File: src/rtl/fetch_pkg.sv
// Shared definitions for the instruction fetch stage: FSM states and
// default widths/timeout used by instr_fetch and fetch_timer.
package fetch_pkg;

    localparam int ADDR_W_DEF  = 12;
    localparam int DATA_W_DEF  = 16;
    localparam int TIMEOUT_DEF = 15;

    typedef enum logic [1:0] {
        IDLE  = 2'd0,
        FETCH = 2'd1,
        HOLD  = 2'd2,
        FLUSH = 2'd3
    } fetch_state_e;

endpackage

File: src/rtl/fetch_timer.sv
// Saturating memory-wait counter with a sticky timeout flag that only
// reset can clear.
module fetch_timer
    import fetch_pkg::*;
#(
    parameter int TIMEOUT = TIMEOUT_DEF
) (
    input  logic clk,
    input  logic rst,
    input  logic clr_i,
    input  logic inc_i,
    output logic err_o
);

    localparam int CW = (TIMEOUT < 1) ? 1 : $clog2(TIMEOUT + 1);
    localparam logic [CW-1:0] TMAX = CW'(TIMEOUT);

    logic [CW-1:0] cnt_q, cnt_d;
    logic          err_q, err_d;

    always_comb begin
        cnt_d = cnt_q;
        if (clr_i) begin
            cnt_d = '0;
        end else if (inc_i && (cnt_q != TMAX)) begin
            cnt_d = cnt_q + 1'b1;
        end
        err_d = err_q | (cnt_d == TMAX);
    end

    always_ff @(posedge clk or posedge rst) begin
        if (rst) begin
            cnt_q <= '0;
            err_q <= 1'b0;
        end else begin
            cnt_q <= cnt_d;
            err_q <= err_d;
        end
    end

    assign err_o = err_q;

endmodule

File: src/rtl/instr_fetch.sv
// Instruction fetch stage: reads memory at the PC, holds the word for
// decode, and steers the PC via increment or branch-load strobes.
module instr_fetch
    import fetch_pkg::*;
#(
    parameter int ADDR_W  = ADDR_W_DEF,
    parameter int DATA_W  = DATA_W_DEF,
    parameter int TIMEOUT = TIMEOUT_DEF
) (
    input  logic              clk,
    input  logic              rst,
    input  logic [ADDR_W-1:0] execadd,
    output logic              loadPC,
    output logic              incPC,
    output logic [ADDR_W-1:0] address,
    output logic              mem_rd,
    output logic [ADDR_W-1:0] mem_addr,
    input  logic              mem_ready,
    input  logic [DATA_W-1:0] mem_data,
    output logic [DATA_W-1:0] ir,
    output logic              ir_valid,
    input  logic              ir_ack,
    input  logic              br_take,
    input  logic [ADDR_W-1:0] br_target,
    output logic [15:0]       fetch_count,
    output logic              fetch_err
);

    fetch_state_e      state_q, state_d;
    logic [DATA_W-1:0] ir_q, ir_d;
    logic              irv_q, irv_d;
    logic              load_q, load_d;
    logic              inc_q, inc_d;
    logic [ADDR_W-1:0] addr_q, addr_d;
    logic [15:0]       cnt_q, cnt_d;

    always_comb begin
        state_d = state_q;
        ir_d    = ir_q;
        irv_d   = irv_q;
        load_d  = 1'b0;
        inc_d   = 1'b0;
        addr_d  = addr_q;
        cnt_d   = cnt_q;
        // A redirect outranks memory data and decode acknowledge
        if (br_take && (state_q != IDLE)) begin
            load_d  = 1'b1;
            addr_d  = br_target;
            irv_d   = 1'b0;
            state_d = FLUSH;
        end else begin
            unique case (state_q)
                IDLE:  state_d = FETCH;
                FETCH: begin
                    if (mem_ready) begin
                        ir_d    = mem_data;
                        irv_d   = 1'b1;
                        inc_d   = 1'b1;
                        cnt_d   = cnt_q + 16'd1;
                        state_d = HOLD;
                    end
                end
                HOLD: begin
                    if (ir_ack) begin
                        irv_d   = 1'b0;
                        state_d = FETCH;
                    end
                end
                FLUSH: state_d = FETCH;
                default: state_d = IDLE;
            endcase
        end
    end

    always_ff @(posedge clk or posedge rst) begin
        if (rst) begin
            state_q <= IDLE;
            ir_q    <= '0;
            irv_q   <= 1'b0;
            load_q  <= 1'b0;
            inc_q   <= 1'b0;
            addr_q  <= '0;
            cnt_q   <= '0;
        end else begin
            state_q <= state_d;
            ir_q    <= ir_d;
            irv_q   <= irv_d;
            load_q  <= load_d;
            inc_q   <= inc_d;
            addr_q  <= addr_d;
            cnt_q   <= cnt_d;
        end
    end

    fetch_timer #(
        .TIMEOUT (TIMEOUT)
    ) u_timer (
        .clk   (clk),
        .rst   (rst),
        .clr_i ((state_d == FETCH) && (state_q != FETCH)),
        .inc_i ((state_q == FETCH) && !mem_ready),
        .err_o (fetch_err)
    );

    assign mem_rd      = (state_q == FETCH);
    assign mem_addr    = mem_rd ? execadd : '0;
    assign loadPC      = load_q;
    assign incPC       = inc_q;
    assign address     = addr_q;
    assign ir          = ir_q;
    assign ir_valid    = irv_q;
    assign fetch_count = cnt_q;

endmodule

File: config.mk
export PLATFORM = sky130hd
export DESIGN_NAME = instr_fetch
export DESIGN_NICKNAME = d
export VERILOG_FILES = /design/src/rtl/fetch_pkg.sv /design/src/rtl/fetch_timer.sv /design/src/rtl/instr_fetch.sv
export SDC_FILE = /design/constraint.sdc
export NUM_CORES = 1
export LEC_CHECK = 0
export ABC_CLOCK_PERIOD_IN_PS = 3400
export CORE_ASPECT_RATIO = 2
export CORE_MARGIN = 5
export CORE_UTILIZATION = 45
export CTS_CLUSTER_SIZE = 30
export DETAILED_ROUTE_END_ITERATION = 6
export PLACE_DENSITY = 0.85
export SLEW_MARGIN = 30
export SYNTH_ARGS = -nofsm -noshare
export SYNTH_HDL_FRONTEND = slang
export SYNTH_SLANG_ARGS = --single-unit
File: constraint.sdc
create_clock -name clk -period 3.4 [get_ports clk]
set_clock_uncertainty 0.15 [all_clocks]
set_input_delay 0.68 -clock clk [delete_from_list [all_inputs] [get_ports clk]]
set_output_delay 0.68 -clock clk [all_outputs]
set_load 0.05 [all_outputs]
=== Word-level counts from Yosys, hierarchy flattened ===
Index checks and enable logic that the tools add are counted.

* Muxes and demuxes: 15
* $add $sub $neg: 2
* Eq/ne operators: 9
* Reduce and logical (&&, ||, !) cells: 11
* Bitwise gates (word level): 2

{| class="wikitable"
|+ Operator list
! cell !! number
|-
| adder 16 x 1 -> 16 bit, second input constant || 1
|-
| two-way mux 12 bit || 1
|-
| two-way mux 4 bit || 2
|-
| two-way mux 1 bit || 7
|-
| two-way mux 2 bit || 3
|-
| case mux 2 bit (3 select lines) || 1
|-
| AND reduction 3 bit || 2
|-
| adder 4 x 1 -> 4 bit, second input constant || 1
|-
| equality test 2 x 1 -> 1 bit, second input constant || 2
|-
| equality test 2 bit, second input constant || 2
|-
| equality test 4 bit, second input constant || 1
|-
| logical AND 1 bit || 4
|-
| != test 4 bit, second input constant || 1
|-
| != test 3 x 1 -> 1 bit, second input constant || 1
|-
| != test 3 bit, second input constant || 1
|-
| nonzero test 3 bit || 1
|-
| logical NOT 2 bit || 1
|-
| != test 2 x 1 -> 1 bit, second input constant || 1
|-
| case mux 1 bit (2 select lines) || 1
|-
| nonzero test 2 bit || 1
|-
| OR reduction 2 bit || 1
|-
| logical NOT 1 bit || 1
|-
| NOT 1 bit || 1
|-
| bitwise OR 1 bit || 1
|}

* Bits of input ports: 45
* Register bits after elaboration: 54
* Output and inout port bits: 61

=== Logic depth before layout (Yosys ltp) ===
* Depth in word-level cells: 9
* Depth in mapped cells: 8
* Mapped depth without buffers: 7

=== Hierarchy ===
From an unflattened synthesis, not the netlist that was laid out.

* Cells, all modules: 208
* Area total of the unflattened synthesis: 2398.6 um^2

{| class="wikitable"
|+ Modules (own cells, without submodules)
! module !! area an instance (um^2) !! times used !! cells each !! seq. area each (um^2)
|-
| instr_fetch || 2134.5 || 1 || 183 || 1226.2
|-
| fetch_timer || 264.0 || 1 || 25 || 125.1
|}

=== Worst setup path after synthesis ===
No wires, ideal clock.

* Path kind: register to output
* From: reg state_q[1]
* To: out mem_addr[10]
* Path slack: 0.854 ns
* Cell stages (with the launch flop): 5
* Arrival time: 1.716 ns
* Buffers on the path: 1
* Cell sequence: dfrtp_1 > inv_1 > ha_1 > clkbuf_1 > and2_1

* Longest elaborated chain between the ends: 2

{| class="wikitable"
|+ RTL lines
! item !! RTL line !! source
|-
| start: declaration || instr_fetch.sv:29 || <nowiki>fetch_state_e state_q, state_d;</nowiki>
|-
| start signal: assignment || instr_fetch.sv:85 || <nowiki>state_q <= state_d;</nowiki>
|-
| equality test 2 x 1 -> 1 bit || instr_fetch.sv:105 || <nowiki>assign mem_rd = (state_q == FETCH);</nowiki>
|-
| named net mem_rd || instr_fetch.sv:16 || <nowiki>output logic mem_rd,</nowiki>
|-
| two-way mux 12 bit || instr_fetch.sv:106 || <nowiki>assign mem_addr = mem_rd ? execadd : '0;</nowiki>
|-
| end: declaration || instr_fetch.sv:17 || <nowiki>output logic [ADDR_W-1:0] mem_addr,</nowiki>
|}

The timed path passes the listed nets, and every way through them passes these cells.

=== Final worst setup path ===
* From: reg state_q[1]
* To: out mem_addr[1]

* Longest elaborated chain between the ends: 2

{| class="wikitable"
|+ RTL lines
! item !! RTL line
|-
| equality test 2 x 1 -> 1 bit || instr_fetch.sv:105
|-
| two-way mux 12 bit || instr_fetch.sv:106
|}

Every way passes these cells.

==> run metrics <==
Pleak=1.65 nW; DIE AREA=0.00708 sq mm; clock-pin slew on the worst setup and hold paths=0.09 ns; DP HPWL=4.62 mm; Row Count=38; min-delay worst type=reg2reg; max-capacitance violation count=0; Pwr per Cell Area=819 mW/mm^2; TritonCTS buffer count=5; fraction of registers with async set or reset after synthesis=100%; Yosys Warn Count=0; CTS tree=yes; final setup margin=0.302 ns; vias in the first global route=2099; pre-CTS setup slack=0.496 ns; clock buffer depth=2; sequential share of the synthesized area=55.4%; Hold Violations, Final=0; initial antenna violation count=0; Die Ht=114 microns; post-CTS setup buffers=0; DP Area=0.00354 sq mm; Final nets=381; Cell Count Post-Placement=383; Net Count, Synth=272; Avg WL per Cell=15.2 microns; most frequent cells after synthesis=dfrtp_1 (54), nand2_1 (49), mux2_2 (17); CP Max Fanout=16; Core Region=0.00537 sq mm; Slew headroom=63.4%; CTS root buffer=clkbuf_8; Setup crit start kind=register; final wirelength=5.90 mm; Max Freq=323 MHz; Critical Path RT=2.57 ns; Final TNS setup=0 ns; hold_buf cts=0; crit path kind=reg2out; Starting Density=45.4%; GPL Wtd Cong=0.847; fin cells=389; Worst Max-Slew Pin Slew=0.548 ns; Vias=1964; Final setup viols=0; post-synth top area share=55.4%; Ports=106; RSZ-0062 raised after global routing=false; largest cells by area after synthesis=dfrtp_1 (55%), mux2_2 (7.9%), nand2_1 (7.5%); die width=62.1 microns; Syn Std Cell Area=0.00244 sq mm; CP Capture Type=output port; Final Cell Area=0.00363 sq mm; later-pin clock latency in the skew report=0.31 ns; antenna fix cells=0; DRC=0; ratio of cells with drive above 1 in the final layout=10.9%; crit path time final=3.10 ns; Area Overhead vs Synth=48.7%; Peak VDD IR=0.691 mV; fin crit share=91.1%; GRT Util Overall=18.0%; Critical Path AT=2.27 ns; Post-CTS Resized=0; clock sinks=54; ys flop type=dfrtp_1; max-slew violation count=0; top cell type by total area after synthesis=dfrtp_1; pin count of the biggest net entering global routing=30; status=finished, final reports clean; H-Tree Depth=2; Post-synth EDFFs=0; most instantiated library cell after synthesis=dfrtp_1; syn avg cell area=11.0 sq um; FF+latch count, synth=54; vias per cell=5.05; GRT Residual Overflow=0; global-route wire length before repair=9.60 mm; Routed Antenna Nets=0; Buffers on Ports=105; Initial DRC Count=62; Cell variety after synth=32; TritonRoute pass-1 iters=4; Cells after Synth=221
through the flow:
stage | hold WS, ns | util [%] | power [mW]
6_report | 0.330 | 67.5 | 2.97
2_1_floorplan | 0.389 | - | 2.08
5_1_grt | 0.343 | 67.5 | 3.13
3_5_place_dp | 0.312 | 66.0 | 2.65
3_3_place_gp | 0.305 | 66.0 | 2.61
4_1_cts | 0.327 | 67.5 | 3.00
cell usage in the layout, fill, tap and decap left out, drive strengths merged, types with 4 or more instances in the layout:
master and n:
clkdlybuf4s50 105, dfrtp 54, nand2 49, mux2 17
and2 15, xor2 9, nor2 8, xnor2 7
nand4 7, inv 7, ha 6, clkbuf 6
nor3 5, a21oi 4, nand3 4, buf 4
kinds of logic after synthesis:
group           Yosys count  synth area share [%]
compound gates           12                  3.39
flops                    54                  55.4
fa+ha+maj                 6                  3.08
xor+xnor                 16                  5.75
simple gates             98                  19.8
mux                      20                  9.08
buf+inv                  15                  3.49
power breakdown:
part           switching [mW]  internal, mW  total, mW
clock network           0.193         0.157      0.350
registers               0.119         0.826      0.944
logic                    1.07         0.607       1.68
state kept, by name (all words and copies together), names as in the netlist:
name	flops
incPC	1
ir_valid	1
loadPC	1
fetch_count	16
address	12
state_q	2
u_timer.err_o	1
ir	16
u_timer.cnt_q	4
metal layers:
| metal | track usage (%) | up-vias | part of all wire, % |
|---|---|---|---|
| met1 | 18.4 | 937 | 34 |
| met5 | 0 | - | 0 |
| met3 | 4.85 | 11 | 7.2 |
| met4 | 7.65 | 0 | 2.8 |
| li1 | - | 943 | - |
| met2 | 32.2 | 73 | 56 |
area by class of cell:
type | instances | area, sq um
clock buffers | 6 | 82.6
fillers | 435 | 1750
inverters | 8 | 35.0
multi-input cells | 152 | 1000
flip-flops and latches | 54 | 1350
well taps | 60 | 75.1
repair buffers | 109 | 1080
path summary, 6_finish.rpt:
| path | cells after the start | from | endpoint | slack [ns] |
|---|---|---|---|---|
| worst max register to register | 5 | state_q[1] | ir[8] | 1.20 |
| min in group asynchronous | 2 | rst | fetch_count[1] | 0.43 |
| worst min-delay path | 1 | fetch_count[15] | fetch_count[15] | 0.33 |
| worst min register to register | 1 | fetch_count[15] | fetch_count[15] | 0.33 |
| max in group asynchronous | 3 | rst | fetch_count[14] | 2.10 |
| worst max-delay path | 4 | state_q[1] | mem_addr[1] | 0.30 |
worst max-delay path, cell delays in order, from the launching register on:
cell and delay, ns:
dfrtp_1 0.44, inv_1 0.12, ha_1 0.40, and2_1 0.19, clkdlybuf4s50_1 0.81
(Power assumes the default switching activity.)
